$ cat src/rtl/register_file_param.sv
// Parametrised GPR file: byte-enabled write port, NREAD combinational read ports with
// same-cycle write bypass, optional hardwired zero register and a post-reset clear sweep.
module register_file_param #(
    parameter int DATA_W   = 32,
    parameter int ADDR_W   = 5,
    parameter int NREAD    = 2,
    parameter int ZERO_REG = 1
) (
    input  logic                      clk,
    input  logic                      rstd,
    input  logic [NREAD*ADDR_W-1:0]   raddr,
    output logic [NREAD*DATA_W-1:0]   rdata,
    input  logic                      we,
    input  logic [ADDR_W-1:0]         waddr,
    input  logic [DATA_W-1:0]         wdata,
    input  logic [DATA_W/8-1:0]       wbe,
    output logic                      busy
);

    localparam int NBYTE = DATA_W / 8;
    localparam int DEPTH = 2 ** ADDR_W;

    typedef enum logic {
        CLEAR = 1'b0,
        RUN   = 1'b1
    } state_t;

    state_t              state;
    state_t              stateNext;
    logic [ADDR_W-1:0]   clrCnt;
    logic                clrLast;
    logic                sweepWr;
    logic                zeroDrop;
    logic                wrEn;
    logic [DATA_W-1:0]   mem [DEPTH];

    function automatic logic [DATA_W-1:0] mergeBytes(
        input logic [DATA_W-1:0] oldWord,
        input logic [DATA_W-1:0] newWord,
        input logic [NBYTE-1:0]  be
    );
        logic [DATA_W-1:0] merged;
        merged = oldWord;
        for (int b = 0; b < NBYTE; b++) begin
            if (be[b]) merged[8*b +: 8] = newWord[8*b +: 8];
        end
        return merged;
    endfunction

    // Terminal-count compare: the counter wraps to 0 on the last edge, but the FSM has
    // already left CLEAR, so no second sweep can start.
    assign clrLast  = (clrCnt == ADDR_W'(DEPTH - 1));
    assign busy     = (state == CLEAR);
    assign sweepWr  = busy && rstd;
    assign zeroDrop = (ZERO_REG != 0) && (waddr == '0);
    assign wrEn     = (state == RUN) && we && !zeroDrop;

    always_ff @(posedge clk or negedge rstd) begin
        if (!rstd) begin
            state  <= CLEAR;
            clrCnt <= '0;
        end else begin
            state <= stateNext;
            if (state == CLEAR) clrCnt <= clrCnt + ADDR_W'(1);
        end
    end

    always_comb begin
        stateNext = state;
        case (state)
            CLEAR:   if (clrLast) stateNext = RUN;
            RUN:     stateNext = RUN;
            default: stateNext = CLEAR;
        endcase
    end

    // Storage has no reset; the sweep zeroes it one entry per cycle. Gating on rstd keeps
    // the edge that coincides with an asserted reset from touching the array.
    always_ff @(posedge clk) begin
        if (sweepWr) begin
            mem[clrCnt] <= '0;
        end else if (wrEn) begin
            for (int b = 0; b < NBYTE; b++) begin
                if (wbe[b]) mem[waddr][8*b +: 8] <= wdata[8*b +: 8];
            end
        end
    end

    for (genvar k = 0; k < NREAD; k++) begin : gRead
        logic [ADDR_W-1:0] ra;
        logic [DATA_W-1:0] stored;
        logic [DATA_W-1:0] portData;

        assign ra     = raddr[k*ADDR_W +: ADDR_W];
        assign stored = mem[ra];

        always_comb begin
            portData = stored;
            if (state != RUN) begin
                portData = '0;
            end else if ((ZERO_REG != 0) && (ra == '0)) begin
                portData = '0;
            end else if (wrEn && (waddr == ra)) begin
                portData = mergeBytes(stored, wdata, wbe);
            end
        end

        assign rdata[k*DATA_W +: DATA_W] = portData;
    end

endmodule

$ cat config.mk
export PLATFORM = sky130hd
export DESIGN_NAME = register_file_param
export DESIGN_NICKNAME = d
export VERILOG_FILES = /design/src/rtl/register_file_param.sv
export SDC_FILE = /design/constraint.sdc
export NUM_CORES = 1
export LEC_CHECK = 0
export BUFFER_PORTS_ARGS = -buffer_cell sky130_fd_sc_hd__clkbuf_2
export CORE_AREA = 2 2 323 389
export CTS_BUF_LIST = sky130_fd_sc_hd__clkbuf_4
export CTS_CLUSTER_DIAMETER = 30
export DETAILED_ROUTE_END_ITERATION = 7
export DIE_AREA = 0 0 325 391
export GPL_ROUTABILITY_DRIVEN = 0
export PLACE_DENSITY = 0.64
export SKIP_LAST_GASP = 1
export SLEW_MARGIN = 15
export SYNTH_ARGS = -nofsm -noshare
export SYNTH_HDL_FRONTEND = slang
export SYNTH_SLANG_ARGS = --single-unit
$ cat constraint.sdc
create_clock -name clk -period 3.98 [get_ports clk]
set_input_delay 0.796 -clock clk [delete_from_list [all_inputs] [get_ports clk]]
set_output_delay 0.796 -clock clk [all_outputs]
set_load 0.05 [all_outputs]
==> flow_summary_export.csv, run 1 <==
group,metric,value,unit
outcome,status,"finished with violations",
outcome,violations,"setup timing",
die,die_x,325,um
synthesis,synth_warnings,0,
layout,area_growth_syn_to_layout,21.0,%
clock_tree,h-tree-depth,5,
die,coreArea,0.124,mm2
pwr,peakVddDrop,306,uV
grt,grt_pass1_vias,30800,
synthesis,synth-xor-area-share,0.232,%
clock_tree,cts.path.max_buffers,4,
hold_path,hold_class,"input port to flop",
detailed_routing,wl,140000,um
synthesis,synth_area_per_cell,20.9,um2
placed_design,port_buffers,118,
synthesis,ys.flop_type,"edfxtp_1",
sta,layout_setup_ws,-0.121,ns
sta,timing.fmax,244,MHz
detailed_routing,vias,28500,
pwr,p_sw,0.00586,W
synthesis,synth_most_common_cell,"edfxtp_1",
worst_setup_path,reg2reg_depth,7,
clock_tree,cts.sinks,1030,
synthesis,syn_area,0.0491,mm2
flow_run,cap_violations,0,
worst_setup_path,slowest_delay,0.55,ns
detailed_routing,drc,0,
detailed_routing,wire_per_inst,29.6,um
synthesis,syn_nets,2412,
layout,drive_above_1_share,52.6,%
grt,grt.overflow.total,0,
grt,grt_max_degree,50,
synthesis,yosys.area_share.simple,2.86,%
clock_tree,insertion_delay,1.30,ns
worst_setup_path,critPathSlowestCell,"mux4_2",
die,io_pins,119,
worst_setup_path,critPathLaunchType,"flop",
placed_design,post-place-ws,-0.0225,ns
synthesis,ys_types,43,
pwr,p_sw_share,24.4,%
synthesis,synthTopCellsByCount,"edfxtp_1, mux4_2, nor2_1",
die,design.die.area,0.127,mm2
pwr,combPwrFrac,11.4,%
pwr,pwr-share-seq,49.7,%
detailed_routing,drt-pass1-iter-count,6,
synthesis,synth_adder_area_share,0.0509,%
detailed_routing,ant_nets,0,
pwr,pwr-share-clk,38.9,%
synthesis,async_flop_share,0.583,%
worst_setup_path,crit_type,"flop to output pin",
layout,final_nets,2937,
sta,drv_slew,0,
synthesis,synth_compound_area_share,1.42,%
worst_setup_path,end_kind,"output pin",
sta,timing.slew.headroom,17.7,%
clock_tree,cts_root_buffer,"clkbuf_4",
detailed_routing,vias_per_cell,6.03,
synthesis,yosys.area.top_type_share,62.6,%
placed_design,hpwl,93000,um
pwr,p_int,0.0182,W
worst_setup_path,critical_path.cell_chain,"mux4_2, mux4_2, mux2i_1, buf_4, a211oi_4, buf_12",
synthesis,synth_edf_count,1024,
synthesis,ys_seq_area_share,62.9,%
synthesis,syn_inst,2356,
worst_setup_path,crit_top_cell,"mux4_2",
sta,clock_skew,0.101,ns
grt,grt_pass1_wl,204000,um
sta,setup_violations,36,
pwr,powerDensity,405,mW/mm2
clock_tree,cts_tree,"built",
worst_setup_path,worstPathArrival,3.30,ns
synthesis,yosysTopAreaCell,"edfxtp_1",
hold_path,min_path_cells,2,
die,start_util,39.7,%
grt,antenna_found_initial,6,
pwr,p_leak,20.7,nW
sta,tightestPinTransition,1.23,ns
grt,grt.total_usage,22.2,%
synthesis,ys_ff_latch,1030,
detailed_routing,drt_iter0_markers,3533,
synthesis,synth_top_family_by_area,"multiplexers",
clock_tree,numCtsBuffers,283,
clock_tree,path_clk_slew,0.07,ns
die,die_h,391,um
sta,hold_viol,0,
sta,rsz0062_at_grt,"true",
sta,finalCritPeriodShare,103,%
worst_setup_path,path_max_fanout,2,
synthesis,yosys-top-cells-area,"edfxtp_1, mux4_2, mux2i_1",
die,core.rowCount,142,
sta,period_minus_slack,4.10,ns
layout,fin_util,48.0,%
worst_setup_path,cp.required,3.18,ns
synthesis,synthMuxAreaShare,30.6,%
## layer usage
metal | global-route usage, % | wire (um) | vias up
li1 | - | - | 11500
met1 | 27.7 | 50100 | 15100
met2 | 37.6 | 72200 | 1618
met3 | 4.67 | 12300 | 318
met4 | 9.68 | 5280 | 6
met5 | 0 | 38 | -
## per-stage QoR
step                      power, W  hold WS (ns)  setup TNS (ns)  instance area, um2  instances
after floorplan             0.0137         0.500           -1.94               49300       2356
after global placement      0.0147         0.561               0               55100       4249
after detailed placement    0.0148         0.597         -0.0225               55100       4249
after CTS                   0.0242       0.00572           -6.16               59100       4714
after global routing        0.0250        0.0504           -6.80               59400       4721
final                       0.0241        0.0722           -1.41               59500       4724
## final timing paths
kind,from,endpoint,slack [ns]
max in group asynchronous,rstd,clrCnt[3]$_DFFE_PN0N_,2.58
worst min-delay path,wdata[0],mem[2][0]$_DFFE_PP_,0.07
min in group asynchronous,rstd,clrCnt[2]$_DFFE_PN0N_,0.68
worst min register to register,clrCnt[3]$_DFFE_PN0N_,clrCnt[3]$_DFFE_PN0N_,0.64
worst max-delay path,mem[31][10]$_DFFE_PP_,rdata[10],-0.12
worst max register to register,state$_DFF_PN0_,mem[16][2]$_DFFE_PP_,0.82
## sequential cells by signal (all words and copies together), names as in the netlist
register and flops:
state 1, mem 1024, clrCnt 5
## kinds of logic after synthesis
| logic type | count (synthesis) |
|---|---|
| DFF | 1030 |
| muxes | 711 |
| and+or+nand+nor | 318 |
| buffers and inverters | 189 |
| AOI/OAI and AO/OA | 93 |
| xor gates and xnor gates | 13 |
| adders and majority gates | 2 |
## cell type report
cell class | instances | area, um2
diodes | 10 | 25.0
clock buffers | 371 | 2790
clock inverters | 91 | 636
fillers | 10100 | 64400
inverters | 4 | 15.0
multi-input cells | 1137 | 18400
flip-flops and latches | 1030 | 30900
well taps | 1656 | 2070
repair buffers | 425 | 4640
## power by group through the flow
stage,clock (W),sequential [W],combinational [W]
floorplan,0,0.0122,0.00151
finish,0.00937,0.0120,0.00275
detailed placement,0,0.0122,0.00259
global route,0.0102,0.0119,0.00286
CTS,0.00958,0.0120,0.00269
global placement,0,0.0122,0.00256
## critical path, delay by kind of cell, from the launching register on
kind / cells / cell delay (ns)
buffers and inverters: 2 / 0.33
AO/OA/AOI/OAI: 1 / 0.07
flip-flops: 1 / 0.39
multiplexers: 3 / 1.23
## placed cells by master, fill, tap and decap left out, drive strengths merged, types with 3 or more instances in the layout
master       synthesis  routed
and2                33      33
mux2                 4       4
a31o                 3       3
nor2b                3       3
nor3                30      30
nand2               53      53
o21ai                6       6
or2                  3       3
xnor2                7       7
mux2i               73      73
nand3                8       8
a21oi                8       8
a221oi               4       4
clkbuf              68     425
a211oi              64      64
dfrtp                6       6
nand2b               6       6
a21o                 5       5
diode                0      10
dlygate4sd3          0       3
xor2                 6       6
mux4               634     634
nor2               172     172
clkinv               0      76
inv                  4       9
bufinv               0      10
edfxtp            1024    1024
buf                117     368
## what timing repair did
action | 4_1_cts | 5_1_grt
endpoints found under the hold margin | 6 | 0
resized for setup | 108 | 59
pin swaps | 28 | 26
setup endpoints to repair | 64 | 64
setup buffers | 1 | 0
hold buffers | 3 | 0
(Power assumes the default switching activity.)
==> run 2: changes to the inputs <==
- CORE_AREA: 2 2 323 389 -> 2 2 290 349
- DIE_AREA: 0 0 325 391 -> 0 0 292 351
- PLACE_DENSITY: 0.64 -> 0.75
==> run 2 against run 1 <==
Net effect:
- clock power shrank 3.4%
- critical path depth shrank 1
- largest power group unchanged
- sequential cell count stayed put
- the flow still finishes with violations (setup timing)
- largest cell class unchanged
- setup slack improved by 0.096 ns
- register-to-register slack lost 0.10 ns
- sequential share of layout area is 0.66 points higher
- die area is 19% lower
- combinational power down 2%
- core utilization grew 11 points
==> flow_summary_export.csv, run 2 (synthesized netlist as in run 1, its figures left out) <==
group,metric,value,unit
sta,finalCritPeriodShare,101,%
detailed_routing,top_layer_used,"met5",
sta,clock_skew,0.0821,ns
detailed_routing,wl_met2,69000,um
pwr,powerDensity,404,mW/mm2
sta,period_minus_slack,4.00,ns
die,die_x,292,um
detailed_routing,wire_per_inst,31.0,um
clock_tree,path_clk_slew,0.07,ns
worst_setup_path,crit_type,"flop to output pin",
detailed_routing,drt_iter0_markers,3699,
clock_tree,numCtsBuffers,240,
hold_path,hold_class,"input port to flop",
layout,reg_top3,"mem (1024), clrCnt (5), state (1)",
hold_path,min_path_cells,3,
sta,hold_viol,0,
detailed_routing,vias_per_cell,6.57,
grt,antenna_found_initial,5,
sta,timing.fmax,250,MHz
die,core.rowCount,127,
layout,stdcell_count,4335,
sta,rsz0062_at_grt,"true",
placed_design,hpwl,90700,um
grt,grt.overflow.total,0,
sta,timing.slew.headroom,18.1,%
worst_setup_path,path_max_fanout,2,
outcome,status,"finished with violations",
clock_tree,h-tree-depth,4,
placed_design,port_buffers,118,
sta,tightestPinTransition,1.22,ns
worst_setup_path,cp.required,3.18,ns
sta,setup_violations,3,
pwr,peakVddDrop,238,uV
pwr,p_leak,20.6,nW
sta,whs,0.266,ns
die,start_util,49.5,%
die,io_pins,119,
layout,largest_register_ffs,1024,
die,coreArea,0.0993,mm2
detailed_routing,ant_nets,0,
detailed_routing,vias,28500,
layout,area_growth_syn_to_layout,19.5,%
pwr,power,0.0237,W
worst_setup_path,critPathLaunchType,"flop",
grt,grt_pass1_wl,198000,um
grt,grt.total_usage,26.7,%
sta,layout_setup_ws,-0.0249,ns
detailed_routing,wl,135000,um
layout,fill_cells,6850,
sta,drv_slew,0,
detailed_routing,drc,0,
grt,grt_pass1_vias,30500,
layout,final_common_cell,"edfxtp_1",
detailed_routing,drt-pass1-iter-count,5,
worst_setup_path,end_kind,"output pin",
outcome,violations,"setup timing",
flow_run,cap_violations,0,
die,design.die.area,0.102,mm2
layout,final_cell_mix,"edfxtp_1, mux4_2, clkbuf_4",
worst_setup_path,reg2reg_depth,9,
detailed_routing,dr_wl_met3,14100,um
clock_tree,cts_tree,"built",
placed_design,placed_cell_area,0.0544,mm2
grt,grt_max_degree,35,
clock_tree,insertion_delay,1.18,ns
clock_tree,cts.path.max_buffers,3,
clock_tree,cts.sinks,1030,
layout,final_nets,2901,
detailed_routing,m1WireLength,46400,um
layout,regMostFlops,"mem",
die,die_h,351,um
layout,finish.instance_area,0.0587,mm2
worst_setup_path,worstPathArrival,3.21,ns
clock_tree,cts_root_buffer,"clkbuf_4",
placed_design,place_inst,3881,
layout,drive_above_1_share,51.9,%
==> run 2: changes by cell type in the layout (fill, tap and decap cells not counted), sizes merged <==
cell      change
clkbuf       -38
clkinvlp      +3
bufinv        +3
diode         -8
clkinv       +11
buf           +6
==> run 2: through the flow <==
| stage | util, % | setup slack (ns) | setup TNS [ns] |
|---|---|---|---|
| floorplan | - | -0.133 | -1.94 |
| global placement | 54.8 | 0.0408 | 0 |
| detailed placement | 54.8 | 0.0230 | 0 |
| CTS | 58.9 | -0.155 | -4.06 |
| global route | 59.1 | -0.141 | -3.35 |
| finish | 59.1 | -0.0249 | -0.0663 |
==> run 2: cell type report <==
| class | count | area (um2) | area share [%] |
|---|---|---|---|
| sequential | 1030 | 30900 | 52.6 |
| multi-input combinational | 1137 | 18200 | 31.0 |
| timing repair buffer | 432 | 4650 | 7.92 |
| clock buffer | 332 | 2490 | 4.24 |
| tap | 1290 | 1610 | 2.75 |
| clock inverter | 108 | 843 | 1.44 |
| inverter | 4 | 15.0 | 0.0256 |
| antenna | 2 | 5.00 | 0.00852 |
==> run 2: final timing paths <==
path / start / endpoint / slack [ns]
worst max-delay path: mem[7][9]$_DFFE_PP_ / rdata[41] / -0.02
worst min-delay path: wdata[25] / mem[1][25]$_DFFE_PP_ / 0.27
worst max register to register: state$_DFF_PN0_ / mem[16][28]$_DFFE_PP_ / 0.72
worst min register to register: clrCnt[0]$_DFFE_PN0N_ / clrCnt[0]$_DFFE_PN0N_ / 0.58
max in group asynchronous: rstd / clrCnt[3]$_DFFE_PN0N_ / 3.07
min in group asynchronous: rstd / state$_DFF_PN0_ / 0.66
==> run 2: layer usage <==
metal / global-route usage (%) / vias up
li1: - / 11400
met1: 33.1 / 14900
met2: 44.7 / 1797
met3: 6.96 / 326
met4: 11.4 / 6
met5: 0 / -
==> run 2: where the power goes <==
group / internal (W) / switching, W / total, W
clock network: 0.00476 / 0.00430 / 0.00905
logic: 0.00123 / 0.00145 / 0.00269
registers: 0.0119 / 0.00000370 / 0.0120
==> run 2: repair_timing <==
item / CTS / global route
setup endpoints to repair: 64 / 63
gates cloned: 2 / 0
setup buffers: 4 / 4
resized for setup: 113 / 47
hold buffers: 3 / 0
pin swaps: 27 / 19
hold endpoints to repair: 10 / 0
==> run 2: critical path, cell delays in order (launching register included) <==
cell,delay [ns]
edfxtp_1,0.40
mux4_2,0.50
mux4_2,0.56
mux2i_2,0.27
a211oi_2,0.13
buf_12,0.17
